## config.mk

```make
export PLATFORM = sky130hd
export DESIGN_NAME = rr_arb_param_flat
export DESIGN_NICKNAME = d
export VERILOG_FILES = /design/src/rtl/rr_arb_param_if.sv /design/src/rtl/rr_arb_param.sv /design/src/flat_wrapper.sv
export SDC_FILE = /design/constraint.sdc
export NUM_CORES = 1
export LEC_CHECK = 0
export BUFFER_PORTS_ARGS = -buffer_cell sky130_fd_sc_hd__buf_2
export CAP_MARGIN = 5
export CORE_ASPECT_RATIO = 1.25
export CORE_MARGIN = 1
export CORE_UTILIZATION = 60
export DETAILED_ROUTE_END_ITERATION = 8
export PLACE_DENSITY = 0.82
export SLEW_MARGIN = 5
export SYNTH_ARGS = -nofsm -noshare
export SYNTH_HDL_FRONTEND = slang
export SYNTH_SLANG_ARGS = --single-unit
```

## constraint.sdc

```tcl
create_clock -name clk -period 5.99 [get_ports clk]
set_input_delay 1.198 -clock clk [delete_from_list [all_inputs] [get_ports clk]]
set_output_delay 1.198 -clock clk [all_outputs]
set_load 0.1 [all_outputs]
```

## src/rtl/rr_arb_param_if.sv

```systemverilog
// rtl/rr_arb_param_if.sv - request/grant bundle shared by requesters and the round-robin arbiter
interface rr_arb_param_if #(
   parameter int N = 4
);
   localparam int W = (N > 1) ? $clog2(N) : 1;

   logic [N-1:0] req;
   logic [N-1:0] gnt;
   logic         gnt_valid;
   logic [W-1:0] gnt_id;

   modport master (output req, input gnt, input gnt_valid, input gnt_id);
   modport slave  (input req, output gnt, output gnt_valid, output gnt_id);
endinterface

```

## src/rtl/rr_arb_param.sv

```systemverilog
// rtl/rr_arb_param.sv - round-robin arbiter with bounded grant hold and registered one-hot grant
module rr_arb_param #(
   parameter int N        = 4,
   parameter int MAX_HOLD = 4,
   parameter int HOLD_EN  = 1
) (
   input logic           clk,
   input logic           reset,
   rr_arb_param_if.slave bus
);
   localparam int W = (N > 1) ? $clog2(N) : 1;
   localparam logic [7:0] HOLD_MAX = 8'(MAX_HOLD);

   typedef logic [W-1:0] idx_t;
   typedef enum logic {IDLE, GRANT} state_t;

   state_t       state;
   idx_t         ptr;
   idx_t         owner;
   logic [7:0]   hold_cnt;

   logic [N-1:0] owner_oh;
   logic [N-1:0] others;
   logic [N-1:0] search_mask;
   logic [N-1:0] pick_oh;
   logic         owner_req;
   logic         hold_ok;
   logic         pick_found;
   idx_t         pick_idx;
   idx_t         cand;
   idx_t         ptr_next;
   logic         take;
   logic         drop;

   always_comb begin
      owner_oh = '0;
      owner_oh[owner] = 1'b1;
   end

   assign others      = bus.req & ~owner_oh;
   assign owner_req   = |(bus.req & owner_oh);
   assign hold_ok     = (HOLD_EN != 0) && (hold_cnt < HOLD_MAX);
   // While granting, the owner is never a candidate: it either released or is being rotated away from.
   assign search_mask = (state == GRANT) ? others : bus.req;

   // Scanning downward lets the candidate closest to ptr overwrite the rest.
   always_comb begin
      pick_found = 1'b0;
      pick_idx   = '0;
      cand       = '0;
      for (int i = N - 1; i >= 0; i--) begin
         cand = idx_t'((int'(ptr) + i) % N);
         if (search_mask[cand]) begin
            pick_found = 1'b1;
            pick_idx   = cand;
         end
      end
   end

   always_comb begin
      pick_oh = '0;
      pick_oh[pick_idx] = 1'b1;
      ptr_next = (pick_idx == idx_t'(N - 1)) ? '0 : pick_idx + idx_t'(1);
   end

   always_comb begin
      take = 1'b0;
      drop = 1'b0;
      if (state == IDLE) begin
         take = pick_found;
      end else if (!owner_req) begin
         take = pick_found;
         drop = !pick_found;
      end else if ((others != '0) && !hold_ok) begin
         take = 1'b1;
      end
   end

   always_ff @(posedge clk) begin
      if (reset) begin
         state         <= IDLE;
         ptr           <= '0;
         owner         <= '0;
         hold_cnt      <= '0;
         bus.gnt       <= '0;
         bus.gnt_valid <= 1'b0;
         bus.gnt_id    <= '0;
      end else if (take) begin
         state         <= GRANT;
         ptr           <= ptr_next;
         owner         <= pick_idx;
         hold_cnt      <= 8'd1;
         bus.gnt       <= pick_oh;
         bus.gnt_valid <= 1'b1;
         bus.gnt_id    <= pick_idx;
      end else if (drop) begin
         state         <= IDLE;
         hold_cnt      <= '0;
         bus.gnt       <= '0;
         bus.gnt_valid <= 1'b0;
         bus.gnt_id    <= '0;
      end else if ((state == GRANT) && (hold_cnt < HOLD_MAX)) begin
         hold_cnt <= hold_cnt + 8'd1;
      end
   end
endmodule

```

## src/flat_wrapper.sv

```systemverilog
// flat-port wrapper written by rule: the top's interface ports become plain ports
module rr_arb_param_flat 
#(
   parameter int N        = 4,
   parameter int MAX_HOLD = 4,
   parameter int HOLD_EN  = 1
)
  (clk, reset, bus_req, bus_gnt, bus_gnt_valid, bus_gnt_id);
  rr_arb_param_if #(.N(N)) bus_i ();
  input logic clk;
  input logic reset;
  input wire logic [$bits(bus_i.req)-1:0] bus_req;
  output wire logic [$bits(bus_i.gnt)-1:0] bus_gnt;
  output wire logic [$bits(bus_i.gnt_valid)-1:0] bus_gnt_valid;
  output wire logic [$bits(bus_i.gnt_id)-1:0] bus_gnt_id;
  assign bus_i.req = bus_req;
  assign bus_gnt = bus_i.gnt;
  assign bus_gnt_valid = bus_i.gnt_valid;
  assign bus_gnt_id = bus_i.gnt_id;
  rr_arb_param #(.N(N), .MAX_HOLD(MAX_HOLD), .HOLD_EN(HOLD_EN)) u_core (.clk(clk), .reset(reset), .bus(bus_i));
endmodule
```

==> flow_metrics.py <==
metrics = {
    "status": {
        "outcome": "complete, no violations",
    },
    "timing": {
        "clock_skew_ns": 0.00240,
        "max_freq_ghz": 0.372,
        "slew_headroom_pct": 48.3,
        "slew_violations": 0,
        "period_needed_ns": 2.69,
        "final.setup.tns_ns": 0,
        "fin_crit_sh_pct": 44.9,
        "hold_viol_final": 0,
        "setup_viol": 0,
        "rsz0062_at_grt": "no",
        "hold_slack_ns": 0.477,
        "tightestPinTransition_ns": 0.768,
    },
    "yosys": {
        "ys_ff_latch": 19,
        "synth_warnings": 0,
        "synthTopCellsByArea": "dfxtp_1, ha_1, nor3b_1",
        "syn-num-nets": 123,
        "yosysSeqAreaShare_pct": 36.1,
        "yosysTopAreaCell": "dfxtp_1",
        "synth.distinct_cells": 39,
        "syn_area_per_cell_um2": 9.42,
        "postSynthCellCount": 112,
        "syn_area_mm2": 0.00105,
        "synth_top_area_share_pct": 36.1,
    },
    "setup_path": {
        "endpoint": "u_core.ptr[1]",
        "path_max_fanout": 6,
        "cp-startpoint": "bus_req[0]",
        "cp-start-kind": "input pin",
        "worstReg2RegEnd": "u_core.ptr[1]",
        "critical_path_class": "in2reg",
        "crit_top_cell": "inv_1",
        "slowest_stage": "or3_1",
        "path_cells": "buf_2 -> inv_1 -> or3_1 -> nor2b_1 -> o22ai_1 -> inv_1 -> ha_1 -> nand3_1 -> a21oi_1",
        "r2r-start": "u_core.owner[1]",
        "endpoint_kind": "register",
        "rr_worst_depth": 8,
        "cp_num_buf_inv": 3,
        "cpLargestDelayFamily": "simple AND/OR/NAND/NOR gates",
        "cp.depth": 9,
        "cp_slowest_stage_delay_ns": 0.36,
        "arrival_ns": 2.91,
        "cp.required_ns": 6.21,
        "reg2reg_slack_ns": 3.78,
    },
    "routing": {
        "post_drt_wl_per_cell_um": 15.0,
        "drt_iter0_drc": 14,
        "wl_met2_um": 1140,
        "drtAntennaViolNets": 0,
        "routed-via-count": 877,
        "wl_met3_um": 46,
        "routed_wl_um": 2120,
        "highest_layer": "met4",
        "viasPerCell": 6.22,
        "drt_pre_antenna_iters": 4,
        "route.detailed.drc": 0,
        "wirelength_met1_um": 917,
    },
    "clock_tree": {
        "cts_tree": "done",
        "cts.path.max_buffers": 2,
        "post_cts_buffers": 0,
        "clk_pin_slew_ns": 0.10,
        "ctsHtreeMaxLevel": 1,
        "root_buffer": "clkbuf_4",
        "cts_resized": 0,
        "clk_latency_ns": 0.29,
        "cts_sinks": 19,
        "hold_buffers": 0,
        "numCtsBuffers": 3,
    },
    "die": {
        "start_util_pct": 65.9,
        "rows": 16,
        "die_w_um": 39.5,
        "die-area_mm2": 0.00193,
        "core-area_mm2": 0.00160,
        "die_y_um": 48.9,
        "ios": 13,
    },
    "power_and_ir_drop": {
        "vdd_ir_drop_max_v": 0.000257,
        "leakage_nw": 0.452,
        "p_per_area_mw_per_mm2": 334,
    },
    "worst_hold_path": {
        "hp-start": "u_core.hold_cnt[6]",
        "hold_path.class": "reg2reg",
    },
    "cells_and_area": {
        "nets": 135,
        "area_growth_pct": 7.59,
        "final_common_cell": "dfxtp_1",
        "mostFrequentLayoutCells": "dfxtp_1, buf_2, nand2_1, a21oi_1",
        "fill_cells": 127,
        "antennaDiodeCount": 0,
        "design_area_mm2": 0.00113,
        "seqCellArea_um2": 380,
        "layout-drive-gt1-share_pct": 19.5,
        "multi_input_area_um2": 619,
    },
    "placement": {
        "gp_congestion": 0.868,
        "placed_cell_area_mm2": 0.00111,
        "io_buffer_count": 12,
        "hpwl_um": 1550,
    },
    "job": {
        "maxCapViolCount": 0,
    },
    "global_route": {
        "antenna_found_initial": 0,
        "grt_pass1_vias": 813,
        "grt-ovfl-total": 0,
        "grt_usage_pct": 23.7,
        "grt_pass1_wl_um": 3330,
        "grt_max_degree": 19,
    },
}
## final cells by class
cell class              count  share of cell area, %
clock buffers               4                   2.32
inverters                   7                   2.32
multi-input cells          81                   54.6
flip-flops and latches     19                   33.5
well taps                  18                   1.98
repair buffers             12                   5.29
## how the worst min path moves through the flow
stage                    endpoint  slack (ns)  cells after the start
3_5_place_dp   u_core.hold_cnt[5]        0.46                      1
2_1_floorplan  u_core.hold_cnt[6]        0.45                      1
3_3_place_gp    u_core.bus.gnt[3]        0.45                      2
4_1_cts        u_core.hold_cnt[5]        0.48                      1
6_report       u_core.hold_cnt[6]        0.48                      1
5_1_grt        u_core.hold_cnt[6]        0.49                      1
## metrics by stage
| step | std cells | setup WS (ns) | power, W | util (%) |
|---|---|---|---|---|
| after floorplan | 112 | 3.38 | 0.000293 | - |
| after global placement | 137 | 3.10 | 0.000315 | 69.2 |
| after detailed placement | 137 | 3.01 | 0.000318 | 69.2 |
| after CTS | 141 | 3.32 | 0.000380 | 70.9 |
| after global routing | 141 | 3.19 | 0.000401 | 70.9 |
| final | 141 | 3.30 | 0.000379 | 70.9 |
## per-layer routing
| layer | up-vias | track usage (%) |
|---|---|---|
| li1 | 439 | - |
| met1 | 422 | 27.9 |
| met2 | 14 | 42.9 |
| met3 | 2 | 1.37 |
| met4 | 0 | 6.90 |
| met5 | - | 0 |
## Yosys cell counts
| library cell | count |
|---|---|
| and3b_1 | 1 |
| nor2_1 | 4 |
| nor4_1 | 1 |
| a31oi_1 | 2 |
| o41a_4 | 1 |
| nor3_4 | 1 |
| nor3_1 | 3 |
| nand3b_1 | 1 |
| a311oi_1 | 1 |
| a21oi_1 | 8 |
| clkbuf_1 | 1 |
| nor2b_1 | 1 |
| mux2i_1 | 3 |
| o31ai_1 | 1 |
| mux2_4 | 1 |
| nand2_1 | 8 |
| nand2b_1 | 2 |
| nor4b_4 | 1 |
| o21ai_0 | 6 |
| o32ai_1 | 2 |
| nor4_2 | 1 |
| ha_1 | 5 |
| o32ai_2 | 1 |
| o22ai_1 | 3 |
| buf_1 | 1 |
| o21ai_1 | 2 |
| a211oi_2 | 1 |
| inv_1 | 7 |
| buf_6 | 1 |
| dfxtp_1 | 19 |
| or4_1 | 1 |
| a32o_1 | 1 |
| buf_2 | 2 |
| nand3_1 | 5 |
| o41ai_4 | 1 |
| nor2_4 | 1 |
| nor3b_1 | 7 |
| o211ai_1 | 3 |
| or3_1 | 1 |
## registers in the layout, summed over array words and instances (netlist names)
name and count:
u_core.hold_cnt 8, u_core.bus.gnt_valid 1, u_core.owner 2, u_core.bus.gnt_id 2
u_core.ptr 2, u_core.bus.gnt 4
## worst register-to-register path: cells and delay by family (launching register included)
| family | cells | cell delay (ns) |
|---|---|---|
| AO/OA/AOI/OAI | 2 | 0.51 |
| flip-flops | 1 | 0.57 |
| adder cells (fa/ha/maj) | 1 | 0.29 |
| AND/OR/NAND/NOR | 4 | 0.67 |
| buffers and inverters | 1 | 0.11 |
## cell families after synthesis
group / share of synthesized area [%]
AND/OR/NAND/NOR: 24.3
AO/OA/AOI/OAI: 24.2
flip-flops: 36.1
buffers and inverters: 5.22
adder cells (fa/ha/maj): 5.93
multiplexers: 4.27
## report_power, final
group	internal (W)	switching, W	leakage (nW)	total (W)
logic	0.0000448	0.000111	0.281	0.000156
clock network	0.0000259	0.0000370	0.0150	0.0000629
registers	0.000142	0.0000179	0.156	0.000160
total	0.000213	0.000166	0.452	0.000379
Power figures use the tool's default switching activity.
